**config.mk**
```make
export PLATFORM = sky130hd
export DESIGN_NAME = sample_decimator
export DESIGN_NICKNAME = d
export VERILOG_FILES = /design/src/rtl/sample_decimator.sv
export SDC_FILE = /design/constraint.sdc
export NUM_CORES = 1
export LEC_CHECK = 0
export ABC_CLOCK_PERIOD_IN_PS = 6940
export CORE_AREA = 2 2 85 87
export CTS_CLUSTER_DIAMETER = 60
export DETAILED_ROUTE_END_ITERATION = 16
export DIE_AREA = 0 0 87 89
export GPL_TIMING_DRIVEN = 0
export PLACE_DENSITY = 0.95
export SLEW_MARGIN = 20
export SYNTH_ARGS = -nofsm -noshare
export SYNTH_HDL_FRONTEND = slang
export SYNTH_SLANG_ARGS = --single-unit
```
**constraint.sdc**
```tcl
create_clock -name clk -period 6.94 [get_ports clk]
set_clock_uncertainty 0.05 [all_clocks]
set_input_delay 1.388 -clock clk [delete_from_list [all_inputs] [get_ports clk]]
set_output_delay 1.388 -clock clk [all_outputs]
set_load 0.01 [all_outputs]
```
**src/rtl/sample_decimator.sv**
```systemverilog
// sample_decimator: averages windows of 2^r signed samples and emits one
// decimated sample per window with a one-cycle strobe. Feeds the waveform
// display capture path (new_sample / sample inputs).
// Optional build macro: SAMPLE_DECIMATOR_PEAK_EN adds a per-window peak
// magnitude tracker driving peak_out; without it peak_out is tied to 0.
module sample_decimator #(
  parameter int unsigned WIDTH    = 16,
  parameter int unsigned MAX_LOG2 = 4
) (
  input  logic                    clk,
  input  logic                    reset,
  input  logic                    new_sample_in,
  input  logic signed [WIDTH-1:0] sample_in,
  input  logic                    play,
  input  logic                    flush,
  input  logic [2:0]              ratio_log2,
  output logic                    new_sample_out,
  output logic [WIDTH-1:0]        sample_out,
  output logic [WIDTH-1:0]        peak_out
);

  localparam int unsigned AW = WIDTH + MAX_LOG2;

  typedef enum logic [0:0] {
    IDLE  = 1'b0,
    ACCUM = 1'b1
  } state_t;

  state_t                 state_q, state_d;
  logic signed [AW-1:0]   acc_q, acc_d;
  logic [MAX_LOG2:0]      count_q, count_d;
  logic [2:0]             ratio_q, ratio_d;
  logic [WIDTH-1:0]       sample_out_q, sample_out_d;
  logic                   strobe_q, strobe_d;

  logic                   accept;
  logic [2:0]             ratio_clamped;
  logic signed [AW-1:0]   sample_ext;
  logic signed [AW-1:0]   sum;
  logic [MAX_LOG2:0]      last_cnt;

`ifdef SAMPLE_DECIMATOR_PEAK_EN
  logic [WIDTH-1:0]       peak_q, peak_d;
  logic [WIDTH-1:0]       peak_out_q, peak_out_d;
  logic [WIDTH-1:0]       abs_in;
  logic [WIDTH-1:0]       peak_max;
`endif

  assign accept        = new_sample_in & play & ~flush;
  assign ratio_clamped = (ratio_log2 > 3'(MAX_LOG2)) ? 3'(MAX_LOG2) : ratio_log2;
  assign sample_ext    = AW'(sample_in);
  assign sum           = acc_q + sample_ext;
  assign last_cnt      = ({{MAX_LOG2{1'b0}}, 1'b1} << ratio_q) - 1'b1;

`ifdef SAMPLE_DECIMATOR_PEAK_EN
  // Saturating magnitude of the incoming sample and running window maximum
  always_comb begin
    if (sample_in == {1'b1, {(WIDTH-1){1'b0}}}) begin
      abs_in = {1'b0, {(WIDTH-1){1'b1}}};
    end else if (sample_in[WIDTH-1]) begin
      abs_in = -sample_in;
    end else begin
      abs_in = sample_in;
    end
    peak_max = (abs_in > peak_q) ? abs_in : peak_q;
  end
`endif

  // Next-state and datapath control for the IDLE/ACCUM window FSM
  always_comb begin
    state_d      = state_q;
    acc_d        = acc_q;
    count_d      = count_q;
    ratio_d      = ratio_q;
    sample_out_d = sample_out_q;
    strobe_d     = 1'b0;
`ifdef SAMPLE_DECIMATOR_PEAK_EN
    peak_d       = peak_q;
    peak_out_d   = peak_out_q;
`endif

    if (state_q == IDLE) begin
      ratio_d = ratio_clamped;
    end

    if (flush) begin
      acc_d   = '0;
      count_d = '0;
      state_d = IDLE;
`ifdef SAMPLE_DECIMATOR_PEAK_EN
      peak_d  = '0;
`endif
    end else begin
      unique case (state_q)
        IDLE: begin
          if (accept) begin
            if (ratio_q == '0) begin
              sample_out_d = sample_in;
              strobe_d     = 1'b1;
`ifdef SAMPLE_DECIMATOR_PEAK_EN
              peak_out_d   = abs_in;
`endif
            end else begin
              acc_d   = sample_ext;
              count_d = {{MAX_LOG2{1'b0}}, 1'b1};
              state_d = ACCUM;
`ifdef SAMPLE_DECIMATOR_PEAK_EN
              peak_d  = abs_in;
`endif
            end
          end
        end
        ACCUM: begin
          if (accept) begin
            if (count_q == last_cnt) begin
              sample_out_d = WIDTH'(sum >>> ratio_q);
              strobe_d     = 1'b1;
              acc_d        = '0;
              count_d      = '0;
              state_d      = IDLE;
`ifdef SAMPLE_DECIMATOR_PEAK_EN
              peak_out_d   = peak_max;
              peak_d       = '0;
`endif
            end else begin
              acc_d   = sum;
              count_d = count_q + 1'b1;
`ifdef SAMPLE_DECIMATOR_PEAK_EN
              peak_d  = peak_max;
`endif
            end
          end
        end
        default: state_d = IDLE;
      endcase
    end
  end

  // State and datapath registers, asynchronously cleared
  always_ff @(posedge clk or negedge reset) begin
    if (!reset) begin
      state_q      <= IDLE;
      acc_q        <= '0;
      count_q      <= '0;
      ratio_q      <= '0;
      sample_out_q <= '0;
      strobe_q     <= 1'b0;
    end else begin
      state_q      <= state_d;
      acc_q        <= acc_d;
      count_q      <= count_d;
      ratio_q      <= ratio_d;
      sample_out_q <= sample_out_d;
      strobe_q     <= strobe_d;
    end
  end

`ifdef SAMPLE_DECIMATOR_PEAK_EN
  // Peak tracker registers
  always_ff @(posedge clk or negedge reset) begin
    if (!reset) begin
      peak_q     <= '0;
      peak_out_q <= '0;
    end else begin
      peak_q     <= peak_d;
      peak_out_q <= peak_out_d;
    end
  end

  assign peak_out = peak_out_q;
`else
  assign peak_out = '0;
`endif

  assign new_sample_out = strobe_q;
  assign sample_out     = sample_out_q;

endmodule

```
==> results of run 1 <==
final cells by class:
class	count	area (um^2)
Buffer	41	232.7
Clock buffer	5	68.82
Clock inverter	3	43.79
Fill cell	550	1971
Inverter	18	67.56
Multi-Input combinational cell	408	2634
Sequential cell	46	1151
Tap cell	80	100.1
Timing Repair Buffer	42	450.4
cell families after synthesis:
kind of cell | after synthesis
other cells | 1
compound gates | 176
simple gates | 163
buf+inv | 59
xor+xnor | 18
fa+ha+maj | 22
mux | 13
flops | 46
power breakdown:
part / internal (mW) / switching, mW / total, mW
Sequential: 0.314 / 0.0312 / 0.345
Clock: 0.108 / 0.103 / 0.211
Combinational: 0.194 / 0.238 / 0.432
Total: 0.616 / 0.372 / 0.988
final timing paths:
check,depth (start not counted),start,endpoint
worst max-delay path,14,ratio_q[0]$_DFFE_PN0N_,count_q[4]$_DFFE_PN0P_
worst max register to register,14,ratio_q[0]$_DFFE_PN0N_,count_q[4]$_DFFE_PN0P_
worst min-delay path,2,sample_out[2]$_DFFE_PN0P_,sample_out[2]$_DFFE_PN0P_
min in group asynchronous,1,reset,acc_q[7]$_DFFE_PN0P_
max in group asynchronous,3,reset,acc_q[12]$_DFFE_PN0P_
worst min register to register,2,sample_out[2]$_DFFE_PN0P_,sample_out[2]$_DFFE_PN0P_
per-stage QoR:
step | setup slack (ns) | total power [mW] | cells | hold WS [ns]
floorplan | 3.065 | 0.5979 | 513 | 0.4038
global placement | 2.064 | 0.7558 | 633 | 0.4141
detailed placement | 2.039 | 0.7717 | 635 | 0.4309
CTS | 2.320 | 0.9785 | 643 | 0.4518
global route | 2.004 | 1.039 | 643 | 0.4735
finish | 2.222 | 0.9879 | 643 | 0.4448
cell usage in the layout, fill, tap and decap left out, types with 7 or more instances in the layout:
cell / count
nand2_1: 52
dfrtp_1: 46
o21ai_0: 41
a21oi_1: 39
clkdlybuf4s50_1: 39
nor2_1: 37
ha_1: 21
clkbuf_1: 19
inv_1: 16
nor3_1: 16
buf_4: 16
conb_1: 16
a211oi_1: 14
xnor2_1: 12
nand3_1: 9
a31oi_1: 9
mux2i_1: 9
or3_1: 8
o211ai_1: 8
o221ai_1: 7
flip-flops by register name, summed over array words and instances (netlist names):
name and count:
ratio_q 3, new_sample_out 1, acc_q 20, sample_out 16, count_q 5, state_q 1
per-layer routing:
layer  routed length [um]  part of all wire, %  track usage [%]
met1                 5410                   42            47.28
met2                 5655                   44            53.44
met3                 1309                   10            6.002
met4                  446                  3.5            14.06
met5                    0                    0                0
critical path: cells and delay by family, from the launching register on:
| family | cells | cell delay (ns) |
|---|---|---|
| AOI/OAI and AO/OA | 3 | 0.43 |
| adders and majority gates | 1 | 0.24 |
| buffers and inverters | 5 | 1.37 |
| DFF | 1 | 0.36 |
| and+or+nand+nor | 5 | 2.18 |
==> impl_metrics.json, run 1 <==
{
  "cts_buffer_depth": 2,
  "clock_sinks": 46,
  "p_leak_nw": 2.079,
  "firstDrtPassIters": 5,
  "fin_util_pct": 70.67,
  "required_ns": 7.12,
  "max_freq_mhz": 212.0,
  "drt-initial-drc-count": 366,
  "power_density_nw_per_um2": 208.0,
  "die_y_um": 89,
  "drcViolationCount": 0,
  "clkLatencyLatePin_ns": 0.31,
  "regToRegSetupSlack_ns": 2.22,
  "vias": 4207,
  "placed_area_um2": 4636,
  "path_class": "register to register",
  "setup_violations": 0,
  "synth_fa_ha_area_share_pct": 7.019,
  "avgRoutedWirePerCell_um": 19.94,
  "post_synth_num_cell_types": 70,
  "rows": 30,
  "finalHoldViolCount": 0,
  "yosysTopAreaCell": "dfrtp_1",
  "worst_setup_path_start_kind": "register",
  "postLayoutCellArea_um2": 4748,
  "synthMostInstantiatedCell": "nand2_1",
  "dp_hpwl_um": 9994,
  "die_w_um": 87,
  "clockRootBuffer": "clkbuf_8",
  "drv_slew": 0,
  "first_global_vias": 3872,
  "worst_slew_pin_slew_ns": 1.195,
  "post-route-period-util_pct": 67.98,
  "io_pins": 57,
  "muxShareOfSynthArea_pct": 3.913,
  "cpPeakStageDelay_ns": 0.99,
  "synth.area.top_cells": "dfrtp_1 (29%), ha_1 (6.5%), o21ai_0 (5.1%)",
  "ys_seq_elements": 46,
  "grt_util_all_layers_pct": 34.26,
  "clk_transition_reported_paths_ns": 0.10,
  "netlist_top_cells_count": "nand2_1 (52), dfrtp_1 (46), o21ai_0 (41)",
  "tns_ns": 0,
  "cts_htree_levels": 2,
  "async_reset_ff_share_pct": 100.0,
  "diodes": 0,
  "gp_congestion": 0.9792,
  "gr-total-overflow": 0,
  "syn_area_um2": 4029,
  "cts.repair.resized": 0,
  "synth_top_family_by_area": "compound AO/OA/AOI/OAI gates",
  "synth_simple_gate_area_share_pct": 19.63,
  "path_cells": "buf_6, inv_1, clkbuf_1, clkbuf_1, or3_1, ha_1, or3b_2, a21oi_1, or3_4, a2111oi_4, nor3_1, clkbuf_1, nand4_1, o21ai_0",
  "fin_nets": 608,
  "die-area_um2": 7743,
  "start_util_pct": 59.96,
  "relSlewSlack_pct": 19.71,
  "path_max_fanout": 10,
  "via_per_inst": 6.543,
  "hold_class": "register to register",
  "ant_nets": 0,
  "ys_seq_area_share_pct": 28.57,
  "end_kind": "register",
  "antenna_found_initial": 0,
  "cts_setup_buffers": 0,
  "max_cap_viol_count": 0,
  "cts_tree": "built",
  "io_buffer_count": 40,
  "rsz0062_at_grt": "no",
  "yosys_warnings": 0,
  "crit_arrival_ns": 4.90,
  "drive_gt1_share_pct": 7.993,
  "synth-xor-area-share_pct": 3.913,
  "grt_pass1_wl_um": 20360,
  "area_delta_synth_final_pct": 17.86,
  "grt_max_degree": 19,
  "wirelength_um": 12820,
  "cts_hold_buf": 0,
  "synthFlopType": "dfrtp_1",
  "max-vdd-ir-drop_v": 0.00009179,
  "yosysTopAreaCellShare_pct": 28.57,
  "avgSynthCellArea_um2": 8.090,
  "synth_edf_count": 0,
  "slowest_stage": "nor3_1",
  "core-area_um2": 6719,
  "crit_top_cell": "clkbuf_1",
  "cts_buffers": 5,
  "netlist_instances": 498,
  "fin_crit_ns": 4.718,
  "status": "completed",
  "synth-compound-area-share_pct": 29.41
}
Power figures use the tool's default switching activity.
==> run 2, diff against run 1 <==
ABC_CLOCK_PERIOD_IN_PS = 4300   (was 6940)
CORE_AREA = 2 2 92 94   (was 2 2 85 87)
DIE_AREA = 0 0 94 96   (was 0 0 87 89)
PLACE_DENSITY = 0.88   (was 0.95)
clock period = 4.3 ns   (was 6.94 ns; I/O delays follow)
==> run 2 against run 1 <==
  * Critical path depth unchanged
  * Critical endpoint is now sample_out[15]$_DFFE_PN0P_
  * Combinational power increased by 60%
  * First-iteration DRC count increased by 26%
  * Register-to-register slack got worse by 2.0 ns
  * Clock power increased by 36%
  * Critical path type unchanged
  * Via count decreased by 0.78%
  * Largest power group unchanged
  * Final cell count increased by 3.7%
  * Global-route usage decreased by 5.6 points
  * Die area increased by 17%
  * Maximum frequency increased by 15%
==> impl_metrics.json, run 2 (same netlist as run 1, synthesis figures left out) <==
{
  "status": "completed",
  "gr-total-overflow": 0,
  "core-area_um2": 8051,
  "avgRoutedWirePerCell_um": 18.71,
  "start_util_pct": 50.04,
  "max-vdd-ir-drop_v": 0.0001320,
  "required_ns": 4.42,
  "holdWs_ns": 0.4188,
  "top_register": "acc_q",
  "p_leak_nw": 2.060,
  "antenna_found_initial": 0,
  "grt_pass1_wl_um": 19970,
  "cts_tree": "built",
  "layout_common_cells": "nand2_1 (52), dfrtp_1 (46), o21ai_0 (41)",
  "cts_buffer_depth": 2,
  "final_common_cell": "nand2_1",
  "crit_arrival_ns": 4.23,
  "gp_congestion": 0.9830,
  "p_seq_share_pct": 36.2,
  "post-route-period-util_pct": 95.64,
  "drcViolationCount": 0,
  "path_class": "register to register",
  "cts_htree_levels": 2,
  "max_cap_viol_count": 0,
  "hold_class": "input pin to asynchronous set/reset pin",
  "dp_hpwl_um": 9818,
  "end_kind": "register",
  "firstDrtPassIters": 5,
  "multiInputGateArea_um2": 2645,
  "power_density_nw_per_um2": 322.9,
  "first_global_vias": 3957,
  "p_sw_share_pct": 39.00,
  "finalHoldViolCount": 0,
  "clkPwrFrac_pct": 18.6,
  "fin_util_pct": 58.94,
  "drv_slew": 0,
  "worst_slew_pin_slew_ns": 0.7349,
  "fin_crit_ns": 4.113,
  "drt-initial-drc-count": 460,
  "drive_gt1_share_pct": 8.719,
  "grt_max_degree": 31,
  "relSlewSlack_pct": 50.49,
  "max_freq_mhz": 243.2,
  "tns_ns": 0,
  "io_pins": 57,
  "path_max_fanout": 10,
  "vias": 4174,
  "io_buffer_count": 40,
  "placedCellCount": 659,
  "pwr-share-comb_pct": 45.2,
  "clkLatencyLatePin_ns": 0.31,
  "grt_util_all_layers_pct": 28.65,
  "final_cell_count_no_fill": 667,
  "cts_buffers": 5,
  "area_delta_synth_final_pct": 17.79,
  "regArea_um2": 1151,
  "die_w_um": 94,
  "ant_nets": 0,
  "fin_nets": 607,
  "setup_violations": 0,
  "largest_reg_flops": 20,
  "diodes": 0,
  "switching_power_mw": 0.5975,
  "rows": 33,
  "die-area_um2": 9024,
  "die_y_um": 96,
  "intPower_mw": 0.9348,
  "wirelength_um": 12480,
  "worst_setup_path_start_kind": "register",
  "clockRootBuffer": "clkbuf_8",
  "clock_sinks": 46,
  "fillers": 742,
  "clk_transition_reported_paths_ns": 0.10,
  "via_per_inst": 6.258
}
[run 2: changes by cell type in the layout (fill, tap and decap cells not counted), sizes merged]
| cell | before | now |
|---|---|---|
| clkinv | 2 | 1 |
| bufinv | 1 | 0 |
| clkbuf | 24 | 20 |
| buf | 25 | 28 |
| clkinvlp | 0 | 2 |
[run 2: metal layers]
metal  vias to the layer above  share of wire [%]  track usage [%]
met3                        34                9.5            5.247
met5                         -                  0                0
met4                         0                2.7            10.75
li1                       1962                  -                -
met1                      1959                 41            37.41
met2                       219                 47            47.50
[run 2: final cells by class]
cell class	instances	share of cell area, %
multi-input combinational	408	55.73
sequential	46	24.26
timing repair buffer	43	9.069
buffer	39	4.798
tap	105	2.768
clock buffer	5	1.450
inverter	18	1.424
clock inverter	3	0.5009
[run 2: power groups by stage]
stage               logic, mW  registers (mW)  clock network [mW]
finish                  0.693           0.554               0.286
detailed placement      0.677           0.562                   0
CTS                     0.682           0.553               0.290
global placement        0.663           0.559                   0
global route            0.752           0.561               0.310
floorplan               0.386           0.579                   0
[run 2: repair_timing]
item / 4_1_cts / 5_1_grt
pin swaps: 1 / 0
endpoints found under the hold margin: 0 / 0
hold buffers: 0 / 0
setup endpoints to repair: 18 / 30
buffers inserted: 2 / 0
gates resized for setup: 2 / 6
[run 2: worst max-delay path, stage by stage, from the launching register on]
cell	delay, ns
dfrtp_1	0.41
clkbuf_1	0.28
buf_1	0.31
or3_1	0.42
ha_1	0.24
or3b_2	0.47
a21oi_1	0.18
o21ai_0	0.18
a2111oi_4	0.36
buf_4	0.20
a31oi_1	0.12
buf_2	0.23
or3_1	0.34
o21ai_0	0.11
a211oi_1	0.07
[run 2: final timing paths]
kind	from	to	slack (ns)	cells after the start
worst max-delay path	ratio_q[1]$_DFFE_PN0N_	sample_out[15]$_DFFE_PN0P_	0.19	14
max in group asynchronous	reset	acc_q[18]$_DFFE_PN0P_	3.26	2
worst max register to register	ratio_q[1]$_DFFE_PN0N_	sample_out[15]$_DFFE_PN0P_	0.19	14
worst min register to register	sample_out[2]$_DFFE_PN0P_	sample_out[2]$_DFFE_PN0P_	0.45	2
min in group clk	sample_out[2]$_DFFE_PN0P_	sample_out[2]$_DFFE_PN0P_	0.45	2
worst min-delay path	reset	acc_q[1]$_DFFE_PN0P_	0.42	1
[run 2: through the flow]
step	cell area, um^2	setup WS (ns)	total power, mW
after floorplan	4085	0.6187	0.9650
after global placement	4617	-0.07578	1.222
after detailed placement	4632	-0.1598	1.238
after CTS	4746	0.05546	1.525
after global routing	4746	-0.0005453	1.623
final	4746	0.1873	1.532
==> run 3, diff against run 2 <==
CTS_CLUSTER_SIZE = 12   (was default)
==> results of run 3 <==
Same layout as run 2: the final DEF is identical, and so are final timing and power.
